File: src/rtl/instr_fetch_queue.sv
// Sequential instruction fetch with an in-order response queue feeding decode.
// Define FETCH_PERF_EN to add the saturating flush/bubble performance counters.
module instr_fetch_queue #(
    parameter int unsigned DEPTH    = 4,
    parameter logic [31:0] RESET_PC = 32'h0000_0000
) (
    input  logic        CLK,
    input  logic        RST,
    output logic        imem_req_valid,
    input  logic        imem_req_ready,
    output logic [31:0] imem_req_addr,
    input  logic        imem_rsp_valid,
    input  logic [31:0] imem_rsp_data,
    input  logic        redirect_valid,
    input  logic [31:0] redirect_pc,
    input  logic        stall,
    output logic        instr_valid,
    output logic [31:0] instr_out,
    output logic [31:0] pc_out,
    output logic [31:0] pc_plus4_out
`ifdef FETCH_PERF_EN
    ,
    output logic [15:0] perf_flush_cnt,
    output logic [15:0] perf_bubble_cnt
`endif
);

    localparam int unsigned AW = $clog2(DEPTH);
    localparam int unsigned CW = AW + 1;

    typedef logic [CW-1:0] cnt_t;
    typedef logic [AW-1:0] ptr_t;

    typedef enum logic {
        RUN,
        FLUSH
    } state_t;

    state_t      state, state_n;
    logic [31:0] fetch_pc, fetch_pc_n;
    cnt_t        count, count_n;
    cnt_t        inflight, inflight_n;
    cnt_t        drop_cnt, drop_cnt_n;
    ptr_t        rd_ptr, wr_ptr;

    logic [31:0] q_instr [DEPTH];
    logic [31:0] q_pc    [DEPTH];

    logic        accept;
    logic        rsp_keep;
    logic        rsp_drop;
    logic        push;
    logic        pop;
    logic        room;
    logic [CW:0] occupancy;
    logic [31:0] oldest_pc;
    logic        unused_redirect_lsbs;

    assign unused_redirect_lsbs = ^redirect_pc[1:0];

    assign occupancy = {1'b0, inflight} + {1'b0, count};
    assign room      = occupancy < (CW + 1)'(DEPTH);

    assign imem_req_valid = !RST && !redirect_valid && room;
    assign imem_req_addr  = fetch_pc;
    assign accept         = imem_req_valid && imem_req_ready;

    // Current-epoch requests are consecutive words, so the oldest one in flight
    // sits inflight words behind fetch_pc; this replaces a separate PC FIFO.
    assign oldest_pc = fetch_pc - 32'({inflight, 2'b00});

    assign rsp_drop = imem_rsp_valid && (drop_cnt != '0);
    assign rsp_keep = imem_rsp_valid && (drop_cnt == '0);
    assign push     = rsp_keep && !redirect_valid;

    assign instr_valid  = (count != '0);
    assign pop          = instr_valid && !stall && !redirect_valid;
    assign instr_out    = instr_valid ? q_instr[rd_ptr] : '0;
    assign pc_out       = instr_valid ? q_pc[rd_ptr] : '0;
    assign pc_plus4_out = pc_out + 32'd4;

    always_comb begin
        fetch_pc_n = fetch_pc;
        count_n    = count;
        inflight_n = inflight;
        drop_cnt_n = drop_cnt;
        state_n    = state;

        if (redirect_valid) begin
            fetch_pc_n = {redirect_pc[31:2], 2'b00};
            count_n    = '0;
            inflight_n = '0;
            drop_cnt_n = drop_cnt + inflight - cnt_t'(imem_rsp_valid);
            state_n    = (drop_cnt_n != '0) ? FLUSH : RUN;
        end else begin
            if (accept) begin
                fetch_pc_n = fetch_pc + 32'd4;
            end
            inflight_n = inflight + cnt_t'(accept) - cnt_t'(rsp_keep);
            drop_cnt_n = drop_cnt - cnt_t'(rsp_drop);
            count_n    = count + cnt_t'(push) - cnt_t'(pop);
            case (state)
                RUN:     state_n = RUN;
                FLUSH:   state_n = (drop_cnt_n == '0) ? RUN : FLUSH;
                default: state_n = RUN;
            endcase
        end
    end

    always_ff @(posedge CLK or posedge RST) begin
        if (RST) begin
            state    <= RUN;
            fetch_pc <= RESET_PC;
            count    <= '0;
            inflight <= '0;
            drop_cnt <= '0;
            rd_ptr   <= '0;
            wr_ptr   <= '0;
        end else begin
            state    <= state_n;
            fetch_pc <= fetch_pc_n;
            count    <= count_n;
            inflight <= inflight_n;
            drop_cnt <= drop_cnt_n;
            if (redirect_valid) begin
                rd_ptr <= '0;
                wr_ptr <= '0;
            end else begin
                if (push) wr_ptr <= wr_ptr + ptr_t'(1);
                if (pop)  rd_ptr <= rd_ptr + ptr_t'(1);
            end
        end
    end

    always_ff @(posedge CLK) begin
        if (push) begin
            q_instr[wr_ptr] <= imem_rsp_data;
            q_pc[wr_ptr]    <= oldest_pc;
        end
    end

`ifdef FETCH_PERF_EN
    always_ff @(posedge CLK or posedge RST) begin
        if (RST) begin
            perf_flush_cnt  <= '0;
            perf_bubble_cnt <= '0;
        end else begin
            if (redirect_valid && perf_flush_cnt != '1) begin
                perf_flush_cnt <= perf_flush_cnt + 16'd1;
            end
            if (!instr_valid && !redirect_valid && perf_bubble_cnt != '1) begin
                perf_bubble_cnt <= perf_bubble_cnt + 16'd1;
            end
        end
    end
`endif

    a_no_overflow: assert property (@(posedge CLK) disable iff (RST)
        (push && !pop) |-> (count < cnt_t'(DEPTH)));

    a_rsp_has_owner: assert property (@(posedge CLK) disable iff (RST)
        rsp_keep |-> (inflight != '0));

    a_drop_bounded: assert property (@(posedge CLK) disable iff (RST)
        drop_cnt <= cnt_t'(DEPTH));

    a_state_tracks_drop: assert property (@(posedge CLK) disable iff (RST)
        (state == FLUSH) == (drop_cnt != '0));

    a_req_held: assert property (@(posedge CLK) disable iff (RST)
        (imem_req_valid && !imem_req_ready) |=>
            (redirect_valid || (imem_req_valid && $stable(imem_req_addr))));

endmodule

File: config.mk
export PLATFORM = sky130hd
export DESIGN_NAME = instr_fetch_queue
export DESIGN_NICKNAME = d
export VERILOG_FILES = /design/src/rtl/instr_fetch_queue.sv
export SDC_FILE = /design/constraint.sdc
export NUM_CORES = 1
export LEC_CHECK = 0
export ABC_AREA = 0
export BUFFER_PORTS_ARGS = -buffer_cell sky130_fd_sc_hd__clkbuf_2
export CORE_MARGIN = 4
export CORE_UTILIZATION = 50
export DETAILED_ROUTE_END_ITERATION = 16
export GPL_TIMING_DRIVEN = 0
export PLACE_DENSITY = 0.71
export SYNTH_ARGS = -nofsm -noshare
export SYNTH_HDL_FRONTEND = slang
export SYNTH_SLANG_ARGS = --single-unit
File: constraint.sdc
create_clock -name CLK -period 5.3 [get_ports CLK]
set_clock_uncertainty 0.05 [all_clocks]
set_input_delay 0.795 -clock CLK [delete_from_list [all_inputs] [get_ports CLK]]
set_output_delay 0.795 -clock CLK [all_outputs]
set_load 0.01 [all_outputs]
==> results.sh, run 1 <==
export IMPL_worst_hold_slack_ps=188
export IMPL_hp_class="primary input to asynchronous set/reset pin"
export IMPL_tightestPinTransition_ps=923
export IMPL_path_max_fanout=10
export IMPL_cts_buffers_inserted=31
export IMPL_period_share=0.951
export IMPL_finalSetupViolations=0
export IMPL_wl_met3_um=2210
export IMPL_synth_edf_count=248
export IMPL_layout_commonest_cell="edfxtp_1"
export IMPL_path_cells="nor3_2 > clkinv_1 > clkbuf_2 > buf_2 > and2_1 > ha_1 > o31a_1 > and4_2 > o211ai_1 > nor4_4 > nand3_1 > xnor2_1 > clkbuf_2"
export IMPL_initial_core_util=0.506
export IMPL_postRouteAntennaNets=0
export IMPL_clkTransAtPathRegs_ps=60
export IMPL_cpMaxStageDelayCell="dfrtp_1"
export IMPL_gp_congestion=0.864
export IMPL_cp_end_kind="output pin"
export IMPL_reg2reg_slack_ps=1380
export IMPL_cp_data_required_time_ps=4450
export IMPL_cp_arrival_ps=4190
export IMPL_grt_pass1_vias=8619
export IMPL_ioPinCount=200
export IMPL_synth_seq_area_share=0.628
export IMPL_cts_tree="built"
export IMPL_yosys_warnings=0
export IMPL_crit_path_frequent_cell="clkbuf_2"
export IMPL_hold_viol=0
export IMPL_rsz0062_at_grt="false"
export IMPL_relSlewSlack=0.379
export IMPL_cellPowerDensity_nw_per_um2=436
export IMPL_htree_levels=1
export IMPL_antenna_found_initial=0
export IMPL_cpLargestDelayFamily="simple AND/OR/NAND/NOR gates"
export IMPL_met1_length_um=13200
export IMPL_critPathLaunch="count[1]"
export IMPL_synthArstFlopShare=0.148
export IMPL_fin_crit_ps=5040
export IMPL_synth_top_cell_by_area="edfxtp_1"
export IMPL_critical_path_endpoint="pc_plus4_out[26]"
export IMPL_cts_root_buf="clkbuf_16"
export IMPL_synth_top_area_share=0.549
export IMPL_rows=60
export IMPL_yosys_cell_types_count=63
export IMPL_drv_slew=0
export IMPL_clock_sinks=291
export IMPL_io_buffers=191
export IMPL_synthCells=914
export IMPL_die_area_um2=29800
export IMPL_top_layer="met4"
export IMPL_layout_common_cells="edfxtp_1 (248), clkbuf_2 (195), nand2_1 (67)"
export IMPL_status="finished, final reports clean"
export IMPL_n_antenna_cell=0
export IMPL_drive_gt1_frac=0.274
export IMPL_netlist_area_um2=13600
export IMPL_path_buf_inv=4
export IMPL_viasPerCell=5.66
export IMPL_drt_iter0_drc=676
export IMPL_fmax_ghz=0.198
export IMPL_static_leakage_power_uw=0.00606
export IMPL_ys_top_cells_by_area="edfxtp_1 (55%), dfrtp_1 (7.9%), mux4_2 (6.0%), mux4_1 (5.0%), and2_1 (2.6%)"
export IMPL_postSynthAreaPerCell_um2=14.8
export IMPL_layout_nets=1242
export IMPL_clk_latency_ps=560
export IMPL_post_route_drc_count=0
export IMPL_tns_ps=0
export IMPL_drt_total_wl_um=30600
export IMPL_critPathMaxStageDelay_ps=500
export IMPL_die_w_um=173
export IMPL_critPathLaunchType="flop"
export IMPL_first_pass_iters=5
export IMPL_core_area_um2=26800
export IMPL_worst_r2r_cell_count=15
export IMPL_crit_cells=13
export IMPL_r2r_start="count[1]"
export IMPL_wl_per_cell_um=20.2
export IMPL_die_h_um=173
export IMPL_max_vdd_ir_drop_uv=283
export IMPL_grt_pass1_wl_um=47800
export IMPL_areaGrowthSynthToFinish_pct=18.3
export IMPL_grt_max_degree=50
export IMPL_cap_violations=0
export IMPL_ctsHoldBuffers=0
export IMPL_wl_met2_um=14500
export IMPL_n_fill_cell=2044
export IMPL_clock_path_buffers=3
export IMPL_synth_ff_type="edfxtp_1"
export IMPL_crit_type="flop to output pin"
export IMPL_vias=8551
export IMPL_synth_seq_cells=291
export IMPL_hpwl_um=21600
export IMPL_grt_use_total=0.201
export IMPL_overflow=0
export IMPL_rr_endpoint="inflight[2]"
==> timing repair <==
| action | CTS | global route |
|---|---|---|
| gates cloned | 0 | 0 |
| setup buffers | 0 | 0 |
| endpoints found under the setup margin | 7 | 5 |
| gates resized for setup | 2 | 3 |
==> worst min-delay path by stage <==
stage                           start                 to  slack, ps  depth (start not counted)
after floorplan           drop_cnt[2]        drop_cnt[2]        390                          1
after global placement    drop_cnt[2]        drop_cnt[2]        410                          1
after detailed placement  drop_cnt[2]        drop_cnt[2]        410                          1
after CTS                         RST  imem_req_addr[12]        180                          2
after global routing              RST  imem_req_addr[21]        210                          2
final                             RST  imem_req_addr[12]        190                          2
==> state kept, by name (all words and copies together), names as in the netlist <==
register / count
imem_req_addr: 30
q_pc: 120
count: 3
rd_ptr: 2
inflight: 3
drop_cnt: 3
wr_ptr: 2
q_instr: 128
==> layer usage <==
metal | GRT usage | vias up
li1 | - | 3913
met1 | 0.286 | 4184
met2 | 0.330 | 408
met3 | 0.0321 | 46
met4 | 0.0476 | 0
met5 | 0 | -
==> cells by family after synthesis <==
group	after synthesis	share of synthesized area
other cells	1	0.000276
mux	68	0.115
fa+ha+maj	24	0.0244
compound gates	75	0.0363
flops	291	0.628
simple gates	287	0.114
xor+xnor	71	0.0458
buf+inv	97	0.0362
==> power by group <==
group	switching, µW	leakage (µW)	internal (µW)
clock network	850	0.000467	1170
registers	84.3	0.00277	2640
logic	1300	0.00282	951
==> Yosys cell counts, types with 3 or more instances <==
master	count
nor2_1	44
o21ai_0	28
nor2b_1	6
mux2i_1	6
clkbuf_1	35
clkbuf_2	3
clkbuf_8	3
buf_4	6
edfxtp_1	248
o211ai_1	8
a21oi_1	11
or4_1	4
ha_1	20
buf_2	6
inv_1	35
buf_6	4
and4_1	6
or3_1	5
and2_1	57
nand3_1	31
and3_1	8
fa_1	4
nand2_1	67
mux4_2	36
dfrtp_1	43
o311ai_0	6
nand4_1	15
and2_2	4
a221o_1	4
mux4_1	26
xnor2_1	39
nor4_1	7
nor3_1	16
xor2_1	32
==> worst register-to-register path, delay by kind of cell, from the launching register on <==
family	cells	cell delay (ps)
buffers and inverters	6	1110
DFF	1	470
and+or+nand+nor	3	740
adders and majority gates	4	1100
xor gates and xnor gates	2	310
==> stage by stage <==
step | instances | power (µW) | utilization | setup slack (ps) | cell area (µm²)
6_report | 1511 | 7000 | 0.599 | 261 | 16100
5_1_grt | 1511 | 7370 | 0.599 | 0.953 | 16100
4_1_cts | 1511 | 7070 | 0.599 | 79.2 | 16100
3_5_place_dp | 1456 | 5040 | 0.563 | 259 | 15100
3_3_place_gp | 1451 | 5000 | 0.558 | 326 | 15000
2_1_floorplan | 919 | 4200 | - | 1500 | 13600
==> area by class of cell <==
| type | count | area, µm² | share of cell area |
|---|---|---|---|
| clock inverters | 17 | 153 | 0.00951 |
| repair buffers | 196 | 1070 | 0.0667 |
| inverters | 36 | 135 | 0.00842 |
| multi-input cells | 531 | 4580 | 0.286 |
| clock buffers | 38 | 802 | 0.0500 |
| flip-flops and latches | 291 | 8520 | 0.531 |
| well taps | 341 | 427 | 0.0266 |
| plain buffers | 61 | 358 | 0.0223 |
Note: power is estimated with default switching activity, not from simulation.
==> run 2, diff against run 1 <==
--- a/config.mk
+++ b/config.mk
@@ -5,7 +5,7 @@
 export SDC_FILE = /design/constraint.sdc
 export NUM_CORES = 1
 export LEC_CHECK = 0
-export ABC_AREA = 0
+export ABC_AREA = 1
 export BUFFER_PORTS_ARGS = -buffer_cell sky130_fd_sc_hd__clkbuf_2
 export CORE_MARGIN = 4
 export CORE_UTILIZATION = 50
==> run 2 against run 1 <==
Non-clock buffer count increased by 20. Utilization increased by 0.18 points. Maximum frequency increased by 21%. Critical path type unchanged. Sequential cell count unchanged. Combinational power increased by 33%. Sequential power increased by 2%. Register-to-register slack improved by 760 ps. Cell area increased by 8.6%. Sequential share of layout area decreased by 4.2 points. Power increased by 10%. First-iteration DRC count increased by 44%.
==> results.sh, run 2 <==
export IMPL_crit_type="flop to output pin"
export IMPL_cpMaxStageDelayCell="dfrtp_1"
export IMPL_synthArstFlopShare=0.148
export IMPL_max_vdd_ir_drop_uv=275
export IMPL_hpwl_um=28400
export IMPL_overflow=0
export IMPL_layout_nets=1931
export IMPL_cts_root_buf="clkbuf_16"
export IMPL_critPathLaunchType="flop"
export IMPL_cts_repair_resized=0
export IMPL_layout_common_cells="nand2_1 (393), nor2_1 (258), edfxtp_1 (248)"
export IMPL_clk_latency_ps=560
export IMPL_clkTransAtPathRegs_ps=70
export IMPL_ctsHoldBuffers=0
export IMPL_synth_seq_cells=291
export IMPL_ys_top_cells_by_area="edfxtp_1 (50%), nand2_1 (9.9%), dfrtp_1 (7.2%), nor2_1 (6.6%), nand3_1 (3.8%)"
export IMPL_status="finished, final reports clean"
export IMPL_synth_seq_area_share=0.574
export IMPL_fmax_ghz=0.240
export IMPL_die_area_um2=32500
export IMPL_wl_per_cell_um=17.4
export IMPL_grt_pass1_vias=11500
export IMPL_io_buffers=191
export IMPL_static_leakage_power_uw=0.00724
export IMPL_clock_sinks=291
export IMPL_layout_commonest_cell="nand2_1"
export IMPL_hold_viol=0
export IMPL_cp_end_kind="output pin"
export IMPL_viasPerCell=5.22
export IMPL_synth_top_cell_by_area="edfxtp_1"
export IMPL_grt_use_total=0.237
export IMPL_finalSetupViolations=0
export IMPL_cp_arrival_ps=3320
export IMPL_critPathMaxStageDelay_ps=440
export IMPL_die_w_um=180
export IMPL_cts_tree="built"
export IMPL_antenna_found_initial=0
export IMPL_largest_reg_flops=128
export IMPL_multi_input_area_um2=5430
export IMPL_rsz0062_at_grt="false"
export IMPL_critPathLaunch="count[1]"
export IMPL_path_buf_inv=4
export IMPL_netlist_area_um2=14900
export IMPL_n_antenna_cell=0
export IMPL_cp_data_required_time_ps=4450
export IMPL_cts_buffers_inserted=29
export IMPL_place_inst=2190
export IMPL_clock_path_buffers=3
export IMPL_drt_iter0_drc=976
export IMPL_post_cts_repair_setup_buffers=0
export IMPL_synth_ff_type="edfxtp_1"
export IMPL_cpLargestDelayFamily="buffers and inverters"
export IMPL_cap_violations=0
export IMPL_tns_ps=0
export IMPL_initial_core_util=0.512
export IMPL_seq_area_um2=8520
export IMPL_yosys_warnings=0
export IMPL_cellPowerDensity_nw_per_um2=442
export IMPL_relSlewSlack=0.472
export IMPL_drt_total_wl_um=39000
export IMPL_ioPinCount=200
export IMPL_areaGrowthSynthToFinish_pct=17.3
export IMPL_tightestPinTransition_ps=790
export IMPL_fin_crit_ps=4160
export IMPL_htree_levels=1
export IMPL_postRouteAntennaNets=0
export IMPL_post_route_drc_count=0
export IMPL_first_pass_iters=5
export IMPL_utilization=0.601
export IMPL_synth_edf_count=248
export IMPL_synthCells=1601
export IMPL_final_cells=2243
export IMPL_drv_slew=0
export IMPL_period_share=0.785
export IMPL_path_max_fanout=10
export IMPL_die_h_um=180
export IMPL_core_area_um2=29000
export IMPL_power_uw=7700
export IMPL_grt_max_degree=33
export IMPL_hp_class="primary input to asynchronous set/reset pin"
export IMPL_grt_pass1_wl_um=62500
export IMPL_path_cells="nor2_1 > nand2_2 > inv_2 > clkbuf_1 > a21oi_1 > ha_1 > inv_1 > nor2_2 > nand2_1 > xor2_1 > clkbuf_2"
export IMPL_synth_top_area_share=0.501
export IMPL_synthTopCellsByCount="nand2_1 (393), nor2_1 (262), edfxtp_1 (248)"
export IMPL_regMostFlops="q_instr"
export IMPL_worst_hold_slack_ps=111
export IMPL_postSynthAreaPerCell_um2=9.28
export IMPL_r2r_start="inflight[1]"
export IMPL_drive_gt1_frac=0.188
export IMPL_yosysMostFrequentCell="nand2_1"
export IMPL_vias=11700
export IMPL_n_fill_cell=2495
export IMPL_yosys_cell_types_count=44
export IMPL_rows=62
export IMPL_gp_congestion=0.949
-- run 2: cell count changes after synthesis, sizes merged, moves of 11 or more --
cell / previous run / this run
xnor2: 39 / 9
nand2: 68 / 405
xor2: 32 / 59
inv: 35 / 131
nand3: 31 / 117
and2: 61 / 1
clkbuf: 41 / 30
nor2: 44 / 299
buf: 20 / 47
mux4: 62 / 0
a21oi: 11 / 42
o21ai: 28 / 85
-- run 2: final timing paths --
kind                                     endpoint  slack [ps]  depth (start not counted)
worst min register to register  imem_req_addr[31]         510                          2
worst max-delay path             pc_plus4_out[16]        1140                         11
worst min-delay path                  drop_cnt[1]         110                          2
max in group asynchronous       imem_req_addr[23]        4610                          3
min in group CLK                imem_req_addr[16]         400                          3
worst max register to register        inflight[2]        2140                         13
-- run 2: area by class of cell --
cell class / count / share of cell area
inverters: 131 / 0.0288
clock buffers: 37 / 0.0434
multi-input cells: 1107 / 0.311
well taps: 384 / 0.0276
repair buffers: 200 / 0.0660
plain buffers: 77 / 0.0260
clock inverters: 16 / 0.00775
flip-flops and latches: 291 / 0.489
-- run 2: cell families after synthesis --
family          count (synthesis)  share of synthesized area
xor+xnor                       68                     0.0401
mux                             1                   0.000674
other cells                     1                   0.000252
flops                         291                      0.574
fa+ha+maj                      24                     0.0222
buf+inv                       208                     0.0643
simple gates                  868                      0.249
compound gates                140                     0.0495
-- run 2: per-layer routing --
metal	up-vias	part of all wire	GRT usage
li1	5725	-	-
met1	5474	0.44	0.343
met2	463	0.47	0.390
met3	37	0.082	0.0331
met4	0	0.013	0.0420
met5	-	0	0
-- run 2: where the power goes --
part	leakage, µW	internal (µW)	switching (µW)
sequential	0.00277	2680	101
clock	0.000437	1100	831
combinational	0.00403	952	2040
-- run 2: stage by stage --
step / worst slack, ps / instance area [µm²]
3_3_place_gp: -1810 / 16300
5_1_grt: 939 / 17400
6_report: 1140 / 17400
2_1_floorplan: 594 / 14900
4_1_cts: 1120 / 17400
3_5_place_dp: 1720 / 16500
